`src/rtl/uart_tx_stream_arbiter_pkg.sv`:
```
`default_nettype none
// ============================================================================
// Module   : uart_arb_pkg
// Brief    : Shared types and constants for the UART TX stream arbiter.
// Revision : 1.0 - initial release
// ============================================================================
package uart_arb_pkg;

  typedef enum logic [1:0] {
    IDLE   = 2'd0,
    TAG    = 2'd1,
    STREAM = 2'd2
  } arb_state_e;

  localparam logic [7:0] TAG_PREFIX   = 8'hA0;
  localparam int         MAX_CHANNELS = 16;

  // Grant index width; a single channel still needs a 1-bit index.
  function automatic int gid_width(input int n);
    return (n > 1) ? $clog2(n) : 1;
  endfunction

endpackage
`default_nettype wire

```
`src/rtl/uart_tx_stream_arbiter_if.sv`:
```
`default_nettype none
// ============================================================================
// Module   : uart_tx_stream_arbiter_if
// Brief    : Producer byte streams plus UART transmitter byte handshake.
// Revision : 1.0 - initial release
// ============================================================================
interface uart_tx_stream_arbiter_if #(
  parameter int NUM_CHANNELS = 4,
  parameter int DATA_WIDTH   = 8
);
  logic [NUM_CHANNELS-1:0]            in_valid;
  logic [NUM_CHANNELS-1:0]            in_last;
  logic [NUM_CHANNELS*DATA_WIDTH-1:0] in_data;
  logic [NUM_CHANNELS-1:0]            in_ready;
  logic                               tx_valid;
  logic [DATA_WIDTH-1:0]              tx_data;
  logic                               tx_ready;

  // Environment side: producers and the transmitter.
  modport master (
    output in_valid, in_last, in_data, tx_ready,
    input  in_ready, tx_valid, tx_data
  );

  // Arbiter side.
  modport slave (
    input  in_valid, in_last, in_data, tx_ready,
    output in_ready, tx_valid, tx_data
  );
endinterface
`default_nettype wire

```
`src/rtl/uart_tx_stream_arbiter_rr_priority_pick.sv`:
```
`default_nettype none
// ============================================================================
// Module   : rr_priority_pick
// Brief    : Combinational round-robin pick: first set request at/above ptr.
// Revision : 1.0 - initial release
// ============================================================================
module rr_priority_pick #(
  parameter int N  = 4,
  parameter int GW = 2
) (
  input  logic [N-1:0]  req_i,
  input  logic [GW-1:0] ptr_i,
  output logic          any_o,
  output logic [GW-1:0] idx_o
);

  always_comb begin
    int j;
    any_o = |req_i;
    idx_o = '0;
    // Walk offsets downward so the smallest offset from ptr is written last.
    for (int i = N - 1; i >= 0; i--) begin
      j = int'(ptr_i) + i;
      if (j >= N) j = j - N;
      if (req_i[j]) idx_o = GW'(j);
    end
  end

endmodule
`default_nettype wire

```
`src/rtl/uart_tx_stream_arbiter.sv`:
```
`default_nettype none
// ============================================================================
// Module   : uart_tx_stream_arbiter
// Brief    : Packet-granular round-robin sharing of one UART TX byte port.
//            Define CHANNEL_TAG_EN to prefix each packet with 8'hA0|grant_id.
// Revision : 1.0 - initial release
// ============================================================================
module uart_tx_stream_arbiter
  import uart_arb_pkg::*;
#(
  parameter  int NUM_CHANNELS = 4,
  parameter  int DATA_WIDTH   = 8,
  localparam int GW           = gid_width(NUM_CHANNELS)
) (
  input  logic                        clock,
  input  logic                        reset,
  uart_tx_stream_arbiter_if.slave     bus,
  output logic                        busy,
  output logic [GW-1:0]               grant_id
);

  arb_state_e                state_q, state_d;
  logic [GW-1:0]             grant_q, grant_d;
  logic [GW-1:0]             rr_ptr_q, rr_ptr_d;

  logic                      w_pick_any;
  logic [GW-1:0]             w_pick_idx;
  logic [NUM_CHANNELS-1:0]   w_in_ready;
  logic                      w_tx_valid;
  logic [DATA_WIDTH-1:0]     w_tx_data;

  rr_priority_pick #(
    .N  (NUM_CHANNELS),
    .GW (GW)
  ) u_pick (
    .req_i (bus.in_valid),
    .ptr_i (rr_ptr_q),
    .any_o (w_pick_any),
    .idx_o (w_pick_idx)
  );

  always_ff @(posedge clock or posedge reset) begin
    if (reset) begin
      state_q  <= IDLE;
      grant_q  <= '0;
      rr_ptr_q <= '0;
    end else begin
      state_q  <= state_d;
      grant_q  <= grant_d;
      rr_ptr_q <= rr_ptr_d;
    end
  end

  always_comb begin
    state_d    = state_q;
    grant_d    = grant_q;
    rr_ptr_d   = rr_ptr_q;
    w_in_ready = '0;
    w_tx_valid = 1'b0;
    w_tx_data  = '0;
    case (state_q)
      IDLE: begin
        if (w_pick_any) begin
          grant_d = w_pick_idx;
`ifdef CHANNEL_TAG_EN
          state_d = TAG;
`else
          state_d = STREAM;
`endif
        end
      end
`ifdef CHANNEL_TAG_EN
      TAG: begin
        w_tx_valid = 1'b1;
        w_tx_data  = DATA_WIDTH'(TAG_PREFIX) | DATA_WIDTH'(grant_q);
        if (bus.tx_ready) state_d = STREAM;
      end
`endif
      STREAM: begin
        w_tx_valid          = bus.in_valid[grant_q];
        w_tx_data           = bus.in_data[grant_q*DATA_WIDTH +: DATA_WIDTH];
        w_in_ready[grant_q] = bus.tx_ready;
        // Packet ends only when the last byte is actually accepted.
        if (bus.in_valid[grant_q] && bus.tx_ready && bus.in_last[grant_q]) begin
          rr_ptr_d = (grant_q == GW'(NUM_CHANNELS - 1)) ? '0 : grant_q + GW'(1);
          state_d  = IDLE;
        end
      end
      default: state_d = IDLE;
    endcase
  end

  assign bus.in_ready = w_in_ready;
  assign bus.tx_valid = w_tx_valid;
  assign bus.tx_data  = w_tx_data;
  assign busy         = (state_q != IDLE);
  assign grant_id     = grant_q;

endmodule
`default_nettype wire

```
`src/flat_wrapper.sv`:
```
// flat-port wrapper written by rule: the top's interface ports become plain ports
module uart_tx_stream_arbiter_flat import uart_arb_pkg::*;
#(
  parameter  int NUM_CHANNELS = 4,
  parameter  int DATA_WIDTH   = 8,
  localparam int GW           = gid_width(NUM_CHANNELS)
)
  (clock, reset, busy, grant_id, bus_in_valid, bus_in_last, bus_in_data, bus_tx_ready, bus_in_ready, bus_tx_valid, bus_tx_data);
  uart_tx_stream_arbiter_if #(.NUM_CHANNELS(NUM_CHANNELS), .DATA_WIDTH(DATA_WIDTH)) bus_i ();
  input  logic clock;
  input  logic reset;
  output logic busy;
  output logic [GW-1:0] grant_id;
  input wire logic [$bits(bus_i.in_valid)-1:0] bus_in_valid;
  input wire logic [$bits(bus_i.in_last)-1:0] bus_in_last;
  input wire logic [$bits(bus_i.in_data)-1:0] bus_in_data;
  input wire logic [$bits(bus_i.tx_ready)-1:0] bus_tx_ready;
  output wire logic [$bits(bus_i.in_ready)-1:0] bus_in_ready;
  output wire logic [$bits(bus_i.tx_valid)-1:0] bus_tx_valid;
  output wire logic [$bits(bus_i.tx_data)-1:0] bus_tx_data;
  assign bus_i.in_valid = bus_in_valid;
  assign bus_i.in_last = bus_in_last;
  assign bus_i.in_data = bus_in_data;
  assign bus_i.tx_ready = bus_tx_ready;
  assign bus_in_ready = bus_i.in_ready;
  assign bus_tx_valid = bus_i.tx_valid;
  assign bus_tx_data = bus_i.tx_data;
  uart_tx_stream_arbiter #(.NUM_CHANNELS(NUM_CHANNELS), .DATA_WIDTH(DATA_WIDTH)) u_core (.clock(clock), .reset(reset), .bus(bus_i), .busy(busy), .grant_id(grant_id));
endmodule
```
`config.mk`:
```
export PLATFORM = sky130hd
export DESIGN_NAME = uart_tx_stream_arbiter_flat
export DESIGN_NICKNAME = d
export VERILOG_FILES = /design/src/rtl/uart_tx_stream_arbiter_pkg.sv /design/src/rtl/uart_tx_stream_arbiter_if.sv /design/src/rtl/uart_tx_stream_arbiter_rr_priority_pick.sv /design/src/rtl/uart_tx_stream_arbiter.sv /design/src/flat_wrapper.sv
export SDC_FILE = /design/constraint.sdc
export NUM_CORES = 1
export LEC_CHECK = 0
export ABC_CLOCK_PERIOD_IN_PS = 1500
export BUFFER_PORTS_ARGS = -buffer_cell sky130_fd_sc_hd__buf_4
export CORE_MARGIN = 2
export CORE_UTILIZATION = 34
export CTS_CLUSTER_SIZE = 14
export DETAILED_ROUTE_END_ITERATION = 7
export PLACE_DENSITY = 0.72
export SKIP_CTS_REPAIR_TIMING = 1
export SYNTH_ARGS = -nofsm -noshare
export SYNTH_HDL_FRONTEND = slang
export SYNTH_SLANG_ARGS = --single-unit
```
`constraint.sdc`:
```
create_clock -name clock -period 1.5 [get_ports clock]
set_input_delay 0.15 -clock clock [delete_from_list [all_inputs] [get_ports clock]]
set_output_delay 0.15 -clock clock [all_outputs]
set_load 0.02 [all_outputs]
```
==> results.yml, run 1 <==
run_status:
  outcome: "complete, but fails checks"
  violations: "negative setup slack"
routing:
  via_count: 814
  drt-vias-per-instance: 5.02
  final_antenna_net_count: 0
  drt-wirelength-per-cell_microns: 14.9
  drt-total-wl_mm: 2.42
  drt_iter0_markers: 9
  drc: 0
  first_pass_iters: 4
worst_setup_path:
  end_kind: "output pin"
  cp_max_fo: 4
  cp.required_ps: 1350
  r2r-end: "u_core.rr_ptr_q[0]$_DFFE_PP0P_"
  max_stage_delay_ps: 480
  worstSetupPathType: "flip-flop to output pin"
  path_cells: "buf_6, mux4_2, and2_4, buf_6"
  critPathSlowestCell: "mux4_2"
  crit_path_start_kind: "flip-flop"
  worstPathArrival_ps: 1560
  cp_common_cell: "buf_6"
  r2r_slack_ps: -140
  rr_startpoint: "u_core.grant_id[0]$_DFFE_PP0P_"
  reg2reg_depth: 6
logic_synthesis:
  synth_compound_area_frac: 0.108
  synthSimpleGateAreaFrac: 0.184
  syn_nets: 113
  syn-cell-area_sq_um: 693
  ys_types: 28
  ys_warn_count: 0
  synth_top_family_by_area: "multiplexers"
  synth_xor_xnor_area_share: 0
  ys_seq_elements: 5
  synthAdderAreaFrac: 0.0722
  syn-mean-instance-area_sq_um: 10.5
  synth_mux_area_frac: 0.359
  ys_seq_area_frac: 0.181
  netlist_instances: 66
clocking:
  clock_sinks: 5
  clk_latency_ps: 250
  htree_levels: 1
  cts_tree: "built"
  root_buffer: "clkbuf_4"
  clock_path_buffers: 2
  cts.clk_slew.worst_paths_ps: 50
  numCtsBuffers: 3
sta:
  setup_slack_ps: -209
  setup_viol: 16
  period_needed_ps: 1710
  finalHoldViolCount: 0
  fin_skew_ps: 3.73
  fin_hold_ws_ps: 209
  grt_setup_unrepaired: "yes"
  slew-limit-headroom: 0.718
  finalCritPeriodShare: 1.14
  fin_tns_setup_ps: -2380
  fmax_mhz: 585
  worstMarginPinSlew_ps: 419
  report.final.slew_viol_count: 0
die:
  row_count: 16
  die_area_sq_mm: 0.00242
  core_area_sq_mm: 0.00194
  die_w_microns: 49.2
  ios: 59
  fp.dieH_microns: 49.2
  initial_core_util: 0.357
global_route:
  grt_pass1_vias: 713
  gr-total-overflow: 0
  grt_usage: 0.186
  grt_pass1_wl_mm: 3.40
  antenna_found_initial: 0
  grt_max_degree: 18
power_and_ir_drop:
  power_leakage_nw: 0.669
  pwr_density_cell_mw_per_mm2: 1680
  peakVddDrop_mv: 0.814
hold_path:
  min_from: "bus_in_valid[2]"
  holdPathStages: 3
  hold_path.class: "input port to flip-flop"
  min_to: "u_core.state_q[1]$_DFFE_PP0P_"
cells_and_area:
  n_antenna_cell: 0
  fill_cells: 154
  final_nets: 183
  drive_gt1_frac: 0.741
  area_growth_pct: 94.4
  fin_area_sq_mm: 0.00135
run:
  maxCapViolations: 0
placement:
  io_buffers: 58
  dp_hpwl_mm: 1.86
  gp_congestion: 0.759
  placed_area_sq_mm: 0.00120
## registers in the layout, indices dropped and copies added, names as in the netlist
| name | flops |
|---|---|
| u_core.grant_id | 2 |
| u_core.state_q | 1 |
| u_core.rr_ptr_q | 2 |
## where the power goes
group          switching [W]  internal (W)  leakage, nW
combinational       0.000776       0.00105        0.598
clock              0.0000634      0.000101       0.0150
sequential         0.0000777      0.000198       0.0557
## cell usage after synthesis
library cell,number,share of area
o22ai_1,2,0.018
o21ai_0,1,0.0072
ha_1,4,0.072
o21ai_2,1,0.013
or2_2,1,0.0090
and2_1,9,0.081
a21oi_1,2,0.014
clkbuf_1,1,0.0054
o21a_1,1,0.011
inv_1,7,0.038
buf_6,1,0.016
mux4_1,1,0.038
dfrtp_1,5,0.18
buf_12,1,0.029
mux2_2,2,0.032
mux2i_1,2,0.029
nor3_2,1,0.014
nor3_1,1,0.0072
and3_1,4,0.036
a21boi_0,1,0.011
o31ai_1,1,0.011
nor4_1,1,0.0090
buf_2,1,0.0072
nor2_1,2,0.011
mux4_2,8,0.26
nand2_1,3,0.016
a21o_1,1,0.011
o221ai_1,1,0.013
## worst max-delay path by stage
stage	startpoint	to	slack, ps	depth (start not counted)
after CTS	u_core.grant_id[0]$_DFFE_PP0P_	bus_tx_data[0]	-260	4
after global placement	u_core.grant_id[0]$_DFFE_PP0P_	bus_tx_data[4]	30	4
after floorplan	u_core.grant_id[0]$_DFFE_PP0P_	bus_tx_data[0]	-20	4
after detailed placement	u_core.grant_id[0]$_DFFE_PP0P_	u_core.rr_ptr_q[0]$_DFFE_PP0P_	-9	5
final	u_core.grant_id[0]$_DFFE_PP0P_	bus_tx_data[3]	-210	4
after global routing	u_core.grant_id[0]$_DFFE_PP0P_	bus_tx_data[1]	-260	4
## worst max-delay path: cells and delay by family, from the launching register on
kind | cells | cell delay, ps
flops | 1 | 410
simple gates | 1 | 170
mux | 1 | 480
buf+inv | 2 | 250
## area by class of cell
| cell class | count | area (sq um) | share of cell area |
|---|---|---|---|
| clock buffers | 4 | 26.3 | 0.0195 |
| well taps | 27 | 33.8 | 0.0251 |
| repair buffers | 69 | 569 | 0.422 |
| flip-flops and latches | 5 | 128 | 0.0947 |
| multi-input cells | 50 | 564 | 0.419 |
| inverters | 7 | 26.3 | 0.0195 |
## metrics by stage
step	instances	utilization	setup slack, ps	power (W)
3_5_place_dp	154	0.619	-9.22	0.00186
6_report	162	0.694	-209	0.00226
5_1_grt	162	0.694	-262	0.00239
4_1_cts	158	0.633	-261	0.00204
3_3_place_gp	154	0.619	26.5	0.00182
2_1_floorplan	66	-	-24.5	0.00132
## cells by family after synthesis
family	Yosys count
multiplexers	13
flip-flops	5
AO/OA/AOI/OAI	11
buffers and inverters	11
adder cells (fa/ha/maj)	4
AND/OR/NAND/NOR	22
## metal layers
metal  GRT usage  up-vias  wire length (microns)
li1            -      383                      -
met1       0.226      387                    987
met2       0.293       42                   1190
met3      0.0644        2                    218
met4      0.0905        0                     21
met5           0        -                      0
## cells in the final DEF (no fill, tap or decap), types with 2 or more instances in the layout
cell type | Yosys | layout
ha_1 | 4 | 3
nor3_2 | 1 | 2
and3_4 | 0 | 2
o22ai_1 | 2 | 2
buf_6 | 1 | 13
a21oi_1 | 2 | 2
dfrtp_1 | 5 | 3
and2_4 | 0 | 8
nor2_1 | 2 | 2
nand2_1 | 3 | 3
mux2_4 | 0 | 2
buf_4 | 0 | 55
clkbuf_4 | 0 | 3
dfrtp_2 | 0 | 2
and3_1 | 4 | 2
mux4_2 | 8 | 8
inv_1 | 7 | 7
No activity file was read; power rests on OpenSTA's default activity.
==> run 2, diff against run 1 <==
--- a/config.mk
+++ b/config.mk
@@ -12,6 +12,7 @@
 export CTS_CLUSTER_SIZE = 14
 export DETAILED_ROUTE_END_ITERATION = 7
 export PLACE_DENSITY = 0.72
+export SETUP_SLACK_MARGIN = 0.2
 export SKIP_CTS_REPAIR_TIMING = 1
 export SYNTH_ARGS = -nofsm -noshare
 export SYNTH_HDL_FRONTEND = slang
==> run 2 against run 1 <==
Against the previous run:
- the flow still finishes with violations (negative setup slack)
- sequential power is essentially flat
- final cell count stayed put
- combinational power about the same
- register-to-register slack better by 60 ps
- utilization is 1.5 points lower
- largest cell class unchanged
- critical path depth unchanged
- critical endpoint is now bus_tx_data[4]
- setup slack worse by 9.4 ps
- maximum frequency down 0.55%
- critical path type unchanged
- flip-flop and latch count stayed put
==> results.yml, run 2 (synthesis results as in run 1) <==
run_status:
  outcome: "complete, but fails checks"
  violations: "negative setup slack"
die:
  die_w_microns: 49.2
  row_count: 16
  core_area_sq_mm: 0.00194
  fp.dieH_microns: 49.2
  die_area_sq_mm: 0.00242
  ios: 59
  initial_core_util: 0.357
placement:
  io_buffers: 58
  gp_congestion: 0.810
  dpl.cell_count: 154
  dp_hpwl_mm: 1.68
hold_path:
  min_from: "bus_in_valid[2]"
  min_to: "u_core.state_q[1]$_DFFE_PP0P_"
  hold_path.class: "input port to flip-flop"
  holdPathStages: 3
cells_and_area:
  area_growth_pct: 90.1
  n_antenna_cell: 0
  mostFrequentLayoutCell: "buf_4"
  drive_gt1_frac: 0.741
  fill_cells: 156
  fin_cells: 162
  final_cell_mix: "57 x buf_4, 11 x buf_6, 9 x mux4_2, 9 x and2_4, 6 x inv_1"
  final_nets: 183
power_and_ir_drop:
  combPwrFrac: 0.809
  power_w: 0.00222
  p_int_w: 0.00135
  p_clk_frac: 0.067
  peakVddDrop_mv: 0.886
  netSwitchingFraction: 0.390
  power_switching_w: 0.000866
  share_seq_of_total_power: 0.124
  pwr_density_cell_mw_per_mm2: 1690
  power_leakage_nw: 0.668
sta:
  setup_viol: 12
  setup_slack_ps: -218
  grt_setup_unrepaired: "yes"
  period_needed_ps: 1720
  finalCritPeriodShare: 1.15
  finalHoldViolCount: 0
  worstMarginPinSlew_ps: 446
  fin_skew_ps: 3.95
  fmax_mhz: 582
  report.final.slew_viol_count: 0
  slew-limit-headroom: 0.700
clocking:
  clock_sinks: 5
  cts.clk_slew.worst_paths_ps: 40
  clock_path_buffers: 2
  clk_latency_ps: 240
  root_buffer: "clkbuf_4"
  htree_levels: 1
  cts_tree: "built"
  numCtsBuffers: 3
worst_setup_path:
  crit_path_start_kind: "flip-flop"
  max_stage_delay_ps: 500
  r2r-end: "u_core.rr_ptr_q[1]$_DFFE_PP0P_"
  worstSetupPathType: "flip-flop to output pin"
  rr_startpoint: "u_core.grant_id[0]$_DFFE_PP0P_"
  path_cells: "buf_6, mux4_2, and2_4, buf_6"
  critPathTopFamily: "multiplexers"
  cp_common_cell: "buf_6"
  reg2reg_depth: 5
  critPathSlowestCell: "mux4_2"
  end_kind: "output pin"
  r2r_slack_ps: -80
  cp.required_ps: 1350
  cp_max_fo: 5
  worstPathArrival_ps: 1570
  cp.buffers_inverters: 2
routing:
  drt-wirelength-per-cell_microns: 13.2
  drc: 0
  drt_iter0_markers: 4
  via_count: 805
  drt-vias-per-instance: 4.97
  drt-total-wl_mm: 2.14
  final_antenna_net_count: 0
  first_pass_iters: 4
global_route:
  grt_usage: 0.179
  antenna_found_initial: 0
  grt_pass1_wl_mm: 3.45
  grt_pass1_vias: 755
  gr-total-overflow: 0
  grt_max_degree: 18
run:
  maxCapViolations: 0
run 2: final cells by class:
| class | instances | area [sq um] | share of cell area |
|---|---|---|---|
| clock buffers | 4 | 26.3 | 0.0199 |
| inverters | 7 | 26.3 | 0.0199 |
| multi-input cells | 50 | 542 | 0.411 |
| flip-flops and latches | 5 | 128 | 0.0969 |
| well taps | 27 | 33.8 | 0.0256 |
| repair buffers | 69 | 562 | 0.426 |
run 2: how the worst max path moves through the flow:
stage          cells past startpoint        endpoint                      startpoint
2_1_floorplan                      4  bus_tx_data[0]  u_core.grant_id[0]$_DFFE_PP0P_
3_3_place_gp                       4  bus_tx_data[4]  u_core.grant_id[0]$_DFFE_PP0P_
3_5_place_dp                       4  bus_tx_data[4]  u_core.grant_id[0]$_DFFE_PP0P_
4_1_cts                            4  bus_tx_data[4]  u_core.grant_id[0]$_DFFE_PP0P_
5_1_grt                            4  bus_tx_data[4]  u_core.grant_id[0]$_DFFE_PP0P_
6_report                           4  bus_tx_data[4]  u_core.grant_id[0]$_DFFE_PP0P_
run 2: power by group through the flow:
stage | clock network [W] | logic, W | registers (W)
2_1_floorplan | 0 | 0.00107 | 0.000305
6_report | 0.000149 | 0.00180 | 0.000275
3_5_place_dp | 0 | 0.00162 | 0.000270
4_1_cts | 0.000156 | 0.00162 | 0.000270
5_1_grt | 0.000169 | 0.00192 | 0.000284
3_3_place_gp | 0 | 0.00160 | 0.000265
run 2: routing by layer:
layer | global-route usage | up-vias | wire length [microns]
met5 | 0 | - | 0
met4 | 0.0286 | 0 | 0
met3 | 0.0613 | 0 | 210
met2 | 0.302 | 39 | 1060
met1 | 0.222 | 381 | 868
li1 | - | 385 | -
run 2: tightest hold or removal path: stages:
cell      delay, ps
buf_4            90
nor4_1           60
a21boi_2        120
run 2: metrics by stage:
| stage | hold WS (ps) | setup slack [ps] | instance area [sq um] | utilization | TNS [ps] |
|---|---|---|---|---|---|
| 2_1_floorplan | -71.6 | -24.5 | 736 | - | -210 |
| 3_3_place_gp | 61.7 | 29.7 | 1220 | 0.627 | 0 |
| 3_5_place_dp | 63.2 | 10.8 | 1220 | 0.627 | 0 |
| 4_1_cts | -191 | -248 | 1240 | 0.640 | -2010 |
| 5_1_grt | 233 | -285 | 1320 | 0.678 | -2910 |
| 6_report | 226 | -218 | 1320 | 0.678 | -1840 |
==> run 3, diff against run 2 <==
--- a/config.mk
+++ b/config.mk
@@ -5,13 +5,13 @@
 export SDC_FILE = /design/constraint.sdc
 export NUM_CORES = 1
 export LEC_CHECK = 0
-export ABC_CLOCK_PERIOD_IN_PS = 1500
+export ABC_CLOCK_PERIOD_IN_PS = 2100
 export BUFFER_PORTS_ARGS = -buffer_cell sky130_fd_sc_hd__buf_4
 export CORE_MARGIN = 2
-export CORE_UTILIZATION = 34
+export CORE_UTILIZATION = 40
 export CTS_CLUSTER_SIZE = 14
 export DETAILED_ROUTE_END_ITERATION = 7
-export PLACE_DENSITY = 0.72
+export PLACE_DENSITY = 0.79
 export SETUP_SLACK_MARGIN = 0.2
 export SKIP_CTS_REPAIR_TIMING = 1
 export SYNTH_ARGS = -nofsm -noshare
==> constraint.sdc (replaced) <==
create_clock -name clock -period 2.1 [get_ports clock]
set_input_delay 0.21 -clock clock [delete_from_list [all_inputs] [get_ports clock]]
set_output_delay 0.21 -clock clock [all_outputs]
set_load 0.02 [all_outputs]
==> run 3 against run 2 <==
Against the previous run:
- utilization is 6.0 points higher
- die area is 14% lower
- via count is 0.99% lower
- clock skew is 2.6 ps lower
- critical path type unchanged
- the flow now finishes without violations
- register-to-register slack better by 550 ps
==> results.yml, run 3 (synthesis results as in run 1) <==
run_status:
  outcome: "completed"
power_and_ir_drop:
  peakVddDrop_mv: 0.761
  netSwitchingFraction: 0.413
  p_clk_frac: 0.079
  share_seq_of_total_power: 0.135
  pwr_density_cell_mw_per_mm2: 1130
  power_leakage_nw: 0.629
  power_switching_w: 0.000575
  combPwrFrac: 0.786
  p_int_w: 0.000817
clocking:
  numCtsBuffers: 3
  root_buffer: "clkbuf_4"
  htree_levels: 1
  clock_path_buffers: 2
  clock_sinks: 5
  clk_latency_ps: 240
  cts_tree: "built"
  cts.clk_slew.worst_paths_ps: 40
placement:
  gp_congestion: 0.735
  io_buffers: 58
  dp_hpwl_mm: 1.59
routing:
  first_pass_iters: 3
  drt-total-wl_mm: 2.06
  via_count: 797
  drt_iter0_markers: 6
  drt-vias-per-instance: 5.31
  drt-wirelength-per-cell_microns: 13.7
  final_antenna_net_count: 0
  drc: 0
sta:
  fin_hold_ws_ps: 296
  fmax_mhz: 550
  finalHoldViolCount: 0
  grt_setup_unrepaired: "no"
  slew-limit-headroom: 0.774
  worstMarginPinSlew_ps: 335
  finalCritPeriodShare: 0.866
  report.final.slew_viol_count: 0
  fin_tns_setup_ps: 0
  period_needed_ps: 1820
  setup_viol: 0
  fin_skew_ps: 1.30
cells_and_area:
  drive_gt1_frac: 0.632
  fin_util: 0.739
  fill_cells: 123
  final_cell_mix: "64 x buf_4, 9 x mux4_2, 9 x and2_1"
  multiInputGateArea_sq_um: 498
  seqCellArea_sq_um: 126
  n_antenna_cell: 0
  area_growth_pct: 78.0
  mostFrequentLayoutCell: "buf_4"
  final_nets: 181
die:
  core_area_sq_mm: 0.00167
  fp.dieH_microns: 45.6
  row_count: 15
  die_area_sq_mm: 0.00208
  initial_core_util: 0.415
  die_w_microns: 45.6
  ios: 59
global_route:
  antenna_found_initial: 0
  grt_pass1_wl_mm: 2.94
  grt_pass1_vias: 746
  gr-total-overflow: 0
  grt_max_degree: 18
  grt_usage: 0.194
worst_setup_path:
  cp_max_fo: 5
  worstPathArrival_ps: 1610
  worstSetupPathType: "flip-flop to output pin"
  end_kind: "output pin"
  crit_path_start_kind: "flip-flop"
  cp.required_ps: 1890
hold_path:
  hold_path.class: "input port to flip-flop"
run:
  maxCapViolations: 0
## run 3: cell count changes in the layout (fill, tap and decap cells not counted), moves of 2 or more
cell / before / now
and3_4: 2 / 0
and2_4: 9 / 0
mux2_4: 2 / 0
and3_1: 2 / 4
buf_6: 11 / 0
mux2_2: 0 / 2
and2_1: 0 / 9
buf_4: 57 / 64
## run 3: layer usage
layer / up-vias / wire length (microns) / GRT usage
li1: 381 / - / -
met1: 373 / 749 / 0.207
met2: 43 / 1060 / 0.341
met3: 0 / 255 / 0.0794
met4: 0 / 0 / 0.0706
met5: - / 0 / 0
## run 3: through the flow
step / area (sq um) / worst slack (ps) / instances / total power (W)
2_1_floorplan: 693 / 406 / 66 / 0.000854
3_3_place_gp: 1140 / 470 / 141 / 0.00117
3_5_place_dp: 1140 / 440 / 141 / 0.00118
4_1_cts: 1170 / 180 / 145 / 0.00130
5_1_grt: 1230 / 240 / 150 / 0.00150
6_report: 1230 / 281 / 150 / 0.00139
## run 3: area by class of cell
class	count	share of cell area
Inverter	7	0.0213
Clock buffer	4	0.0213
Multi-Input combinational cell	50	0.404
Timing Repair Buffer	67	0.434
Sequential cell	5	0.102
Tap cell	17	0.0172
## run 3: power groups by stage
stage	Clock, W	Sequential [W]	Combinational (W)
3_3_place_gp	0	0.000174	0.000997
3_5_place_dp	0	0.000177	0.00101
2_1_floorplan	0	0.000213	0.000641
5_1_grt	0.000120	0.000195	0.00118
4_1_cts	0.000111	0.000176	0.00101
6_report	0.000110	0.000187	0.00109
## run 3: critical path, stage by stage (launching register included)
cell,delay (ps)
dfrtp_2,440
buf_4,140
buf_4,140
mux4_2,310
and2_1,180
buf_4,150
## run 3: worst paths after layout
check | slack (ps) | from | endpoint | depth (start not counted)
min in group asynchronous | 440 | reset | u_core.state_q[1]$_DFFE_PP0P_ | 3
min reg2reg | 600 | u_core.rr_ptr_q[0]$_DFFE_PP0P_ | u_core.rr_ptr_q[0]$_DFFE_PP0P_ | 1
min | 300 | bus_in_valid[3] | u_core.grant_id[0]$_DFFE_PP0P_ | 3
max reg2reg | 470 | u_core.grant_id[0]$_DFFE_PP0P_ | u_core.rr_ptr_q[0]$_DFFE_PP0P_ | 6
max in group asynchronous | 1480 | reset | u_core.grant_id[0]$_DFFE_PP0P_ | 3
max | 280 | u_core.grant_id[0]$_DFFE_PP0P_ | bus_tx_valid | 5
